--- src/rtl/bus_arbiter_mux_if.sv ---
// Shared-bus signal bundle for the four-master arbiter/mux.
// The master modport is the masters' view of the bundle; the slave modport is the arbiter's view.
interface bus_arbiter_mux_if #(
  parameter int ADDR_W = 30,
  parameter int DATA_W = 32
);
  logic              m0_req_,    m1_req_,    m2_req_,    m3_req_;
  logic              m0_grnt_,   m1_grnt_,   m2_grnt_,   m3_grnt_;
  logic [ADDR_W-1:0] m0_addr,    m1_addr,    m2_addr,    m3_addr;
  logic              m0_as_,     m1_as_,     m2_as_,     m3_as_;
  logic              m0_rw,      m1_rw,      m2_rw,      m3_rw;
  logic [DATA_W-1:0] m0_wr_data, m1_wr_data, m2_wr_data, m3_wr_data;
  logic [ADDR_W-1:0] s_addr;
  logic              s_as_;
  logic              s_rw;
  logic [DATA_W-1:0] s_wr_data;

  modport master (
    output m0_req_, m1_req_, m2_req_, m3_req_,
    output m0_addr, m1_addr, m2_addr, m3_addr,
    output m0_as_, m1_as_, m2_as_, m3_as_,
    output m0_rw, m1_rw, m2_rw, m3_rw,
    output m0_wr_data, m1_wr_data, m2_wr_data, m3_wr_data,
    input  m0_grnt_, m1_grnt_, m2_grnt_, m3_grnt_,
    input  s_addr, s_as_, s_rw, s_wr_data
  );

  modport slave (
    input  m0_req_, m1_req_, m2_req_, m3_req_,
    input  m0_addr, m1_addr, m2_addr, m3_addr,
    input  m0_as_, m1_as_, m2_as_, m3_as_,
    input  m0_rw, m1_rw, m2_rw, m3_rw,
    input  m0_wr_data, m1_wr_data, m2_wr_data, m3_wr_data,
    output m0_grnt_, m1_grnt_, m2_grnt_, m3_grnt_,
    output s_addr, s_as_, s_rw, s_wr_data
  );
endinterface

--- src/rtl/bus_arbiter_mux.sv ---
// Round-robin arbiter for four bus masters with a master-to-shared-bus multiplexer.
// Ownership is the only state; grants and the bus mux decode it combinationally.
module bus_arbiter_mux #(
  parameter int ADDR_W = 30,
  parameter int DATA_W = 32
) (
  input logic             clk,
  input logic             reset,
  bus_arbiter_mux_if.slave bus
);

  typedef enum logic [1:0] {
    OWN_M0 = 2'd0,
    OWN_M1 = 2'd1,
    OWN_M2 = 2'd2,
    OWN_M3 = 2'd3
  } owner_e;

  owner_e            owner_r;
  owner_e            owner_nxt_s;
  logic [3:0]        req_n_s;
  logic [1:0]        cand_s;
  logic              found_s;
  logic [ADDR_W-1:0] addr_mux_s;
  logic              as_mux_s;
  logic              rw_mux_s;
  logic [DATA_W-1:0] wr_data_mux_s;

  assign req_n_s = {bus.m3_req_, bus.m2_req_, bus.m1_req_, bus.m0_req_};

  // Ownership register; reset parks the bus on master 0.
  always_ff @(posedge clk or negedge reset) begin
    if (!reset) begin
      owner_r <= OWN_M0;
    end else begin
      owner_r <= owner_nxt_s;
    end
  end

  // Next owner: hold while the owner requests, otherwise search owner+1..owner+3.
  always_comb begin
    owner_nxt_s = owner_r;
    cand_s      = 2'd0;
    found_s     = 1'b0;
    if (req_n_s[owner_r] == 1'b1) begin
      for (int i = 1; i < 4; i++) begin
        cand_s = owner_r + 2'(i);
        if (!found_s && (req_n_s[cand_s] == 1'b0)) begin
          owner_nxt_s = owner_e'(cand_s);
          found_s     = 1'b1;
        end
      end
    end else begin
      owner_nxt_s = owner_r;
    end
  end

  assign bus.m0_grnt_ = (owner_r != OWN_M0);
  assign bus.m1_grnt_ = (owner_r != OWN_M1);
  assign bus.m2_grnt_ = (owner_r != OWN_M2);
  assign bus.m3_grnt_ = (owner_r != OWN_M3);

  // Shared-bus multiplexer: only the owner's access (and strobe) reaches the slaves.
  always_comb begin
    addr_mux_s    = bus.m0_addr;
    as_mux_s      = bus.m0_as_;
    rw_mux_s      = bus.m0_rw;
    wr_data_mux_s = bus.m0_wr_data;
    case (owner_r)
      OWN_M0: begin
        addr_mux_s    = bus.m0_addr;
        as_mux_s      = bus.m0_as_;
        rw_mux_s      = bus.m0_rw;
        wr_data_mux_s = bus.m0_wr_data;
      end
      OWN_M1: begin
        addr_mux_s    = bus.m1_addr;
        as_mux_s      = bus.m1_as_;
        rw_mux_s      = bus.m1_rw;
        wr_data_mux_s = bus.m1_wr_data;
      end
      OWN_M2: begin
        addr_mux_s    = bus.m2_addr;
        as_mux_s      = bus.m2_as_;
        rw_mux_s      = bus.m2_rw;
        wr_data_mux_s = bus.m2_wr_data;
      end
      OWN_M3: begin
        addr_mux_s    = bus.m3_addr;
        as_mux_s      = bus.m3_as_;
        rw_mux_s      = bus.m3_rw;
        wr_data_mux_s = bus.m3_wr_data;
      end
      default: begin
        addr_mux_s    = bus.m0_addr;
        as_mux_s      = bus.m0_as_;
        rw_mux_s      = bus.m0_rw;
        wr_data_mux_s = bus.m0_wr_data;
      end
    endcase
  end

  assign bus.s_addr    = addr_mux_s;
  assign bus.s_as_     = as_mux_s;
  assign bus.s_rw      = rw_mux_s;
  assign bus.s_wr_data = wr_data_mux_s;

endmodule

--- src/flat_wrapper.sv ---
// flat-port wrapper written by rule: the top's interface ports become plain ports
module bus_arbiter_mux_flat 
#(
  parameter int ADDR_W = 30,
  parameter int DATA_W = 32
)
  (clk, reset, bus_m0_req_, bus_m1_req_, bus_m2_req_, bus_m3_req_, bus_m0_addr, bus_m1_addr, bus_m2_addr, bus_m3_addr, bus_m0_as_, bus_m1_as_, bus_m2_as_, bus_m3_as_, bus_m0_rw, bus_m1_rw, bus_m2_rw, bus_m3_rw, bus_m0_wr_data, bus_m1_wr_data, bus_m2_wr_data, bus_m3_wr_data, bus_m0_grnt_, bus_m1_grnt_, bus_m2_grnt_, bus_m3_grnt_, bus_s_addr, bus_s_as_, bus_s_rw, bus_s_wr_data);
  bus_arbiter_mux_if #(.ADDR_W(ADDR_W), .DATA_W(DATA_W)) bus_i ();
  input logic clk;
  input logic reset;
  input wire logic [$bits(bus_i.m0_req_)-1:0] bus_m0_req_;
  input wire logic [$bits(bus_i.m1_req_)-1:0] bus_m1_req_;
  input wire logic [$bits(bus_i.m2_req_)-1:0] bus_m2_req_;
  input wire logic [$bits(bus_i.m3_req_)-1:0] bus_m3_req_;
  input wire logic [$bits(bus_i.m0_addr)-1:0] bus_m0_addr;
  input wire logic [$bits(bus_i.m1_addr)-1:0] bus_m1_addr;
  input wire logic [$bits(bus_i.m2_addr)-1:0] bus_m2_addr;
  input wire logic [$bits(bus_i.m3_addr)-1:0] bus_m3_addr;
  input wire logic [$bits(bus_i.m0_as_)-1:0] bus_m0_as_;
  input wire logic [$bits(bus_i.m1_as_)-1:0] bus_m1_as_;
  input wire logic [$bits(bus_i.m2_as_)-1:0] bus_m2_as_;
  input wire logic [$bits(bus_i.m3_as_)-1:0] bus_m3_as_;
  input wire logic [$bits(bus_i.m0_rw)-1:0] bus_m0_rw;
  input wire logic [$bits(bus_i.m1_rw)-1:0] bus_m1_rw;
  input wire logic [$bits(bus_i.m2_rw)-1:0] bus_m2_rw;
  input wire logic [$bits(bus_i.m3_rw)-1:0] bus_m3_rw;
  input wire logic [$bits(bus_i.m0_wr_data)-1:0] bus_m0_wr_data;
  input wire logic [$bits(bus_i.m1_wr_data)-1:0] bus_m1_wr_data;
  input wire logic [$bits(bus_i.m2_wr_data)-1:0] bus_m2_wr_data;
  input wire logic [$bits(bus_i.m3_wr_data)-1:0] bus_m3_wr_data;
  output wire logic [$bits(bus_i.m0_grnt_)-1:0] bus_m0_grnt_;
  output wire logic [$bits(bus_i.m1_grnt_)-1:0] bus_m1_grnt_;
  output wire logic [$bits(bus_i.m2_grnt_)-1:0] bus_m2_grnt_;
  output wire logic [$bits(bus_i.m3_grnt_)-1:0] bus_m3_grnt_;
  output wire logic [$bits(bus_i.s_addr)-1:0] bus_s_addr;
  output wire logic [$bits(bus_i.s_as_)-1:0] bus_s_as_;
  output wire logic [$bits(bus_i.s_rw)-1:0] bus_s_rw;
  output wire logic [$bits(bus_i.s_wr_data)-1:0] bus_s_wr_data;
  assign bus_i.m0_req_ = bus_m0_req_;
  assign bus_i.m1_req_ = bus_m1_req_;
  assign bus_i.m2_req_ = bus_m2_req_;
  assign bus_i.m3_req_ = bus_m3_req_;
  assign bus_i.m0_addr = bus_m0_addr;
  assign bus_i.m1_addr = bus_m1_addr;
  assign bus_i.m2_addr = bus_m2_addr;
  assign bus_i.m3_addr = bus_m3_addr;
  assign bus_i.m0_as_ = bus_m0_as_;
  assign bus_i.m1_as_ = bus_m1_as_;
  assign bus_i.m2_as_ = bus_m2_as_;
  assign bus_i.m3_as_ = bus_m3_as_;
  assign bus_i.m0_rw = bus_m0_rw;
  assign bus_i.m1_rw = bus_m1_rw;
  assign bus_i.m2_rw = bus_m2_rw;
  assign bus_i.m3_rw = bus_m3_rw;
  assign bus_i.m0_wr_data = bus_m0_wr_data;
  assign bus_i.m1_wr_data = bus_m1_wr_data;
  assign bus_i.m2_wr_data = bus_m2_wr_data;
  assign bus_i.m3_wr_data = bus_m3_wr_data;
  assign bus_m0_grnt_ = bus_i.m0_grnt_;
  assign bus_m1_grnt_ = bus_i.m1_grnt_;
  assign bus_m2_grnt_ = bus_i.m2_grnt_;
  assign bus_m3_grnt_ = bus_i.m3_grnt_;
  assign bus_s_addr = bus_i.s_addr;
  assign bus_s_as_ = bus_i.s_as_;
  assign bus_s_rw = bus_i.s_rw;
  assign bus_s_wr_data = bus_i.s_wr_data;
  bus_arbiter_mux #(.ADDR_W(ADDR_W), .DATA_W(DATA_W)) u_core (.clk(clk), .reset(reset), .bus(bus_i));
endmodule
--- config.mk ---
export PLATFORM = sky130hd
export DESIGN_NAME = bus_arbiter_mux_flat
export DESIGN_NICKNAME = d
export VERILOG_FILES = /design/src/rtl/bus_arbiter_mux_if.sv /design/src/rtl/bus_arbiter_mux.sv /design/src/flat_wrapper.sv
export SDC_FILE = /design/constraint.sdc
export NUM_CORES = 1
export LEC_CHECK = 0
export BUFFER_PORTS_ARGS = -buffer_cell sky130_fd_sc_hd__buf_2
export CORE_AREA = 3 3 126 128
export CTS_CLUSTER_DIAMETER = 150
export DETAILED_ROUTE_END_ITERATION = 6
export DIE_AREA = 0 0 129 131
export SYNTH_ARGS = -nofsm -noshare
export SYNTH_HDL_FRONTEND = slang
export SYNTH_SLANG_ARGS = --single-unit
--- constraint.sdc ---
create_clock -name clk -period 2.7 [get_ports clk]
set_clock_uncertainty 0.2 [all_clocks]
set_input_delay 0.135 -clock clk [delete_from_list [all_inputs] [get_ports clk]]
set_output_delay 0.135 -clock clk [all_outputs]
set_load 0.01 [all_outputs]
# [Word level (Yosys, flattened, before mapping)]
# Index checks and enable logic that the tools add are counted.
[word_totals] latchBits=0 rom_bits=0 ff_bits=2 in_bits=262 out_inout_bits=68 memories=0 ramBits=0 word_cells=43
[classes] n_mux=19 shifts=0 n_bitwise=2 add_sub_neg=3 div_mod_pow=0 eq_ne=7 reduce_logical=7 order_cmp=4 mul=0
[ops] cell="one-hot mux 32 bit (4 select lines)" count=1
[ops] cell="one-hot mux 30 bit (4 select lines)" count=1
[ops] cell="less-than comparator 2 x 3 -> 1 bit (second input constant)" count=4
[ops] cell="binary-select mux 1 bit (select 2 bit)" count=4
[ops] cell="two-way mux 1 bit" count=8
[ops] cell="one-hot mux 1 bit (4 select lines)" count=2
[ops] cell="two-way mux 2 bit" count=3
[ops] cell="adder 2 bit (second input constant)" count=2
[ops] cell="== test 2 bit (second input constant)" count=2
[ops] cell="inequality test 2 bit (second input constant)" count=2
[ops] cell="inequality test 3 bit (second input constant)" count=1
[ops] cell="adder 2 x 1 -> 2 bit (second input constant)" count=1
[ops] cell="== test 2 x 1 -> 1 bit (second input constant)" count=1
[ops] cell="logical AND 1 bit" count=2
[ops] cell="logical NOT 1 bit" count=2
[ops] cell="logical NOT 2 bit" count=1
[ops] cell="inequality test 2 x 1 -> 1 bit (second input constant)" count=1
[ops] cell="inverter 1 bit" count=2
[ops] cell="AND reduction 2 bit" count=1
[ops] cell="nonzero test 2 bit" count=1

# [Longest topological paths before layout]
# Gate-level depths: netlist of the first run.
[logic_depth] ltp_word=13 depth_mapped=8 depth_no_buf=6

# [Worst setup path before layout of the first run]
# OpenSTA, ideal clock, no wires.
[synth_path] kind="flip-flop to output port" startpoint="register u_core.owner_r[0]" endpoint="output bus_s_wr_data[21]" n_path_buf=3 slack_ns=0.599 required_ns=2.365 arrival_time_ns=1.766 stages_incl_launch_ff=7 cell_sequence="dfrtp_1 buf_6 inv_1 ha_1 buf_2 clkbuf_1 mux2i_1"
[synth_via] elab_chain_len=2 elab_cells_between_ends=5 classes_between="eq/ne (3); mux (1); reduce/logical (1)"
[synth_lines] element="start: declaration" line_no="bus_arbiter_mux.sv:19" rtl="owner_e owner_r;"
[synth_lines] element="start signal: assignment" line_no="bus_arbiter_mux.sv:36" rtl="owner_r <= owner_nxt_s;"
[synth_lines] element="== test 2 bit, or another cell as far along" line_no="bus_arbiter_mux.sv:69" rtl="case (owner_r)"
[synth_lines] element="one-hot mux 32 bit (4 select lines) (*)" line_no="bus_arbiter_mux.sv:69"
[synth_lines] element="end: declaration" line_no="flat_wrapper.sv:38" rtl="output wire logic [$bits(bus_i.s_wr_data)-1:0] bus_s_wr_data;"
# Every way passes the cells marked *; elsewhere a longest branch is shown, timed or not.

# [Worst setup path after layout of the first run]
[layout_path] startpoint="register u_core.owner_r[1]" endpoint="output bus_s_wr_data[4]"
# The elaborated chain is that of the path after synthesis.

==> results of run 1 <==
## per-layer routing
metal	track usage, %	wire length [um]	part of all wire, %
met3	2.48	1500	11
met2	20.0	6030	46
met4	1.61	144	1.1
met5	0	0	0
met1	19.3	5460	42
## worst max path at each step
stage / start / endpoint / slack (ps) / cells after the start
after floorplan: u_core.owner_r[0] / bus_s_wr_data[21] / 600 / 6
after global placement: u_core.owner_r[0] / bus_s_addr[11] / 600 / 6
after detailed placement: u_core.owner_r[1] / u_core.owner_r[0] / 580 / 6
after CTS: u_core.owner_r[1] / bus_s_addr[11] / 350 / 6
after global routing: u_core.owner_r[1] / bus_s_addr[11] / 200 / 6
final: u_core.owner_r[1] / bus_s_wr_data[4] / 370 / 6
## placed cells by master (no fill, tap or decap)
cell type        n
diode_2          1
and2_2           1
buf_12           4
ha_1             1
a22o_1           1
mux2_4           1
a21oi_1          1
a22oi_1          1
ha_2             3
and4_1           1
dlygate4sd3_1    1
o21ai_1          1
a222oi_1        64
and2_1           1
clkbuf_16        3
a32o_1           1
a21boi_0         1
a221oi_1         1
nor3_1           2
o21ai_0          1
nor2_1           1
mux2i_1         72
buf_4            8
inv_1           71
dfrtp_1          2
buf_2          329
ha_4             1
a221oi_2         1
## worst max-delay path: cells and delay by family (launching register included)
family	cells	cell delay, ps
fa+ha+maj	1	260
mux	1	180
compound gates	1	190
buf+inv	3	730
flops	1	400
## power by group
group / internal (uW) / switching, uW / total (uW)
Clock: 188 / 33.9 / 222
Sequential: 46.6 / 11.5 / 58.1
Combinational: 1740 / 2110 / 3840
## stage by stage
step | util [%] | power (uW) | hold slack, ps | worst slack [ps]
4_1_cts | 26.7 | 4180 | 32.8 | 353
6_report | 26.7 | 4120 | 27.8 | 372
5_1_grt | 26.7 | 4440 | 36.3 | 197
3_3_place_gp | 26.1 | 3930 | -275 | 602
2_1_floorplan | - | 2370 | -361 | 599
3_5_place_dp | 26.1 | 3940 | -270 | 584
## cell type report
cell class                      instances  area [um^2]  area share (%)
Multi-Input combinational cell        157         1570            39.3
Inverter                               71          267            6.67
Tap cell                              188          235            5.89
Sequential cell                         2         50.0            1.25
Clock buffer                            3         75.1            1.88
Timing Repair Buffer                  342         1800            45.0
Antenna cell                            1         2.50          0.0627
## kinds of logic after synthesis
group	synth area share (%)
fa+ha+maj	3.14
flops	2.51
buf+inv	19.8
mux	36.9
simple gates	1.82
compound gates	35.8
## what timing repair did
action                                 CTS  global route
endpoints found under the hold margin    2             0
resized for setup                        0             0
hold buffers                             1             0
buffers inserted                         0             0
==> results.cfg, run 1 <==
[finish]
finalInstanceArea_mm2 = 0.00399
largest_register_ffs = 2
areaGrowthSynthToFinish_pct = 100
final_layout_size_suffix_gt1_share_pct = 61.0
fin_cells = 764
reg_top3 = u_core.owner_r x2
nFillCells = 1689
largest_register = u_core.owner_r
layout.nets = 844

[routing]
wl_um = 13100
avgRoutedWirePerCell_um = 17.2
ant_nets = 0
drc = 1
route.vias.total = 3507
drt_iter0_drc = 602
dr.pass1.iters = 7
viasPerCell = 4.59

[synthesis]
synth_edf_count = 0
yosysTopAreaCellShare_pct = 36.2
synth_cells = 260
ys_seq_elements = 2
ys_top_cells_by_area = mux2i_1 (36%), a222oi_1 (32%), inv_1 (13%), clkbuf_1 (3.2%), ha_1 (3.1%)
ys.flop_type = dfrtp_1
yosysMostFrequentCell = mux2i_1
syn_area_mm2 = 0.00199
ys_seq_area_share_pct = 2.51
synth_warnings = 0
syn_avg_cell_area_um2 = 7.67
synth_top_cell_by_area = mux2i_1
syn_nets = 527
synthArstFlopShare_pct = 100
ys_types = 25
yosys-top-cells-count = mux2i_1 (72), inv_1 (71), a222oi_1 (64)

[place]
dpl.hpwl_um = 11000
portBuffers = 329
dp.cells = 759
gp_congestion = 0.781
placed_cell_area_mm2 = 0.00391

[die]
rows = 45
core_mm2 = 0.0150
die_x_um = 129
die_area_mm2 = 0.0169
die_h_um = 131
start_util_pct = 13.3
io_pins = 330

[run_status]
failed_checks = design-rule violations
outcome = finished with violations

[clock_tree]
cts_tree = built
cts_made_buffers = 3
cts_root_buf = clkbuf_16
clock_latency_ps = 220
cts.clk_slew.worst_paths_ps = 30
h-tree-depth = 1
clock_sinks = 2
cts_buffer_depth = 2

[setup_path]
cp.arrival_ps = 1990
crit_path_start_kind = flip-flop
ff2ff_setup_slack_ps = 580
endpoint_kind = output pin
slowest_delay_ps = 400
r2r_end = u_core.owner_r[0]
crit_path_top_delay_cell = dfrtp_1
worst-path-max-fanout = 35
reg2reg_depth = 6
cp.required_ps = 2370
path_cells = inv_1 -> ha_2 -> buf_4 -> a222oi_1 -> mux2i_1 -> buf_2
r2r-start = u_core.owner_r[1]
crit_type = reg -> out

[timing]
fmax_ghz = 0.430
hold_viol_final = 0
tightestPinTransition_ps = 426
min_period_ps = 2330
rsz0062_at_grt = no
maxSlewViolCount = 0
final.setup.tns_ps = 0
post-route-period-util_pct = 86.2
setup_viol = 0
relSlewSlack_pct = 71.6

[pwr]
pwr_density_cell_mw_per_mm2 = 1030
peakVddDrop_uv = 506
power.leakage_uw = 0.00234

[grt]
overflow = 0
grt_pass1_wl_um = 17500
antenna_found_initial = 0
track_usage_pct = 13.0
first_global_vias = 3113
grt_max_degree = 36

[hold_path]
hold_path_class = in -> async

[flow_run]
cap_violations = 0
(Power assumes the default switching activity.)
==> run 2: changes to the inputs <==
PLACE_DENSITY = 0.53   (was default)
==> run 2 against run 1 <==
Compared with the run above: the flow still finishes with violations (design-rule violations); sequential share of layout area hardly changed; die area unchanged; design area about the same; via count is 1.3% lower; final cell count fell by 0.13%.
==> results.cfg, run 2 (same netlist as run 1, synthesis figures left out) <==
[grt]
grt.busiest_layer = met2
use_met2_pct = 20.3
overflow = 0
first_global_vias = 3151
grt_use_met1_pct = 14.7
met3_usage_pct = 1.71
track_usage_pct = 11.3
grt_max_degree = 66
grt_pass1_wl_um = 15800
antenna_found_initial = 0

[pwr]
pwr_density_cell_mw_per_mm2 = 1010
peakVddDrop_uv = 468
power.leakage_uw = 0.00234
finalPower_uw = 4010

[setup_path]
crit_path_start_kind = flip-flop
crit_type = reg -> out
crit_buf_inv = 3
path_cells = buf_4 -> ha_2 -> buf_4 -> a222oi_1 -> mux2i_1 -> buf_2
endpoint_kind = output pin
cp_top_family = buffers and inverters
slowest_delay_ps = 470
timing.critical_path.mode_cell = buf_4
worst-path-max-fanout = 25
cp.required_ps = 2370
crit_path_top_delay_cell = ha_2
cp.arrival_ps = 2010
ff2ff_setup_slack_ps = 580

[finish]
fin_cells = 763
final_common_cell = buf_2
n_antenna_cell = 0
areaGrowthSynthToFinish_pct = 100
layout.nets = 844
largest_register_ffs = 2
nFillCells = 1661
final_layout_size_suffix_gt1_share_pct = 61.0
largest_register = u_core.owner_r
mostFrequentLayoutCells = buf_2 (329), mux2i_1 (72), inv_1 (71)
reg_top3 = u_core.owner_r x2

[die]
core_mm2 = 0.0150
die_h_um = 131
die_area_mm2 = 0.0169
die_x_um = 129
start_util_pct = 13.3
io_pins = 330
rows = 45

[run_status]
failed_checks = design-rule violations
outcome = finished with violations

[clock_tree]
cts.clk_slew.worst_paths_ps = 30
cts_buffer_depth = 2
cts_root_buf = clkbuf_16
cts_made_buffers = 3
ctsResizeCount = 0
cts_tree = built
clock_sinks = 2
h-tree-depth = 1
clock_latency_ps = 230

[timing]
whs_ps = 33.1
rsz0062_at_grt = no
final.setup.tns_ps = 0
setup_slack_ps = 360
min_period_ps = 2340
hold_viol_final = 0
relSlewSlack_pct = 71.7
setup_viol = 0
maxSlewViolCount = 0
tightestPinTransition_ps = 425
fmax_ghz = 0.427
post-route-period-util_pct = 86.7

[routing]
drt_iter0_drc = 394
wl_um = 11500
viasPerCell = 4.53
drc = 45
avgRoutedWirePerCell_um = 15.1
route.vias.total = 3460
ant_nets = 0
dr.pass1.iters = 7

[place]
pre_cts_ws_ps = 541
portBuffers = 329
dpl.hpwl_um = 9250
dp.cells = 759
gp_congestion = 0.779

[hold_path]
hold_path_class = in -> async

[flow_run]
cap_violations = 0
run 2: changes by cell type in the layout (fill, tap and decap cells not counted):
cell and delta:
diode_2 -1
run 2: repair_timing:
action	in CTS	in global routing
endpoints found under the hold margin	2	0
buffers inserted	0	0
hold buffers	1	0
run 2: layer usage:
layer | wire [um] | vias up
met5 | 0 | -
met4 | 59 | 0
met3 | 1180 | 9
met2 | 5860 | 222
met1 | 4430 | 1564
li1 | - | 1665
run 2: per-stage QoR:
step,utilization (%),area [um^2]
2_1_floorplan,-,1990
6_report,26.7,3990
4_1_cts,26.7,3990
3_3_place_gp,26.1,3910
3_5_place_dp,26.1,3910
5_1_grt,26.7,3990
run 2: final timing paths:
check                             startpoint                 to  cells after the start
setup / recovery           u_core.owner_r[0]     bus_s_addr[17]                      6
hold / removal                         reset  u_core.owner_r[1]                      2
setup reg to reg           u_core.owner_r[1]  u_core.owner_r[0]                      6
hold reg to reg            u_core.owner_r[0]  u_core.owner_r[0]                      2
max in group asynchronous              reset  u_core.owner_r[0]                      2
min in group clk                 bus_m3_req_  u_core.owner_r[0]                      3
run 2: power by group:
group          internal, uW  switching (uW)  total [uW]
Sequential             46.6            11.2        57.9
Clock                   189            39.2         228
Combinational          1740            1990        3730
Total                  1970            2040        4010
run 2: area by class of cell:
type | count | area [um^2] | share of cell area (%)
flip-flops and latches | 2 | 50.0 | 1.25
well taps | 188 | 235 | 5.89
repair buffers | 342 | 1800 | 45.0
clock buffers | 3 | 75.1 | 1.88
multi-input cells | 157 | 1570 | 39.3
inverters | 71 | 267 | 6.68
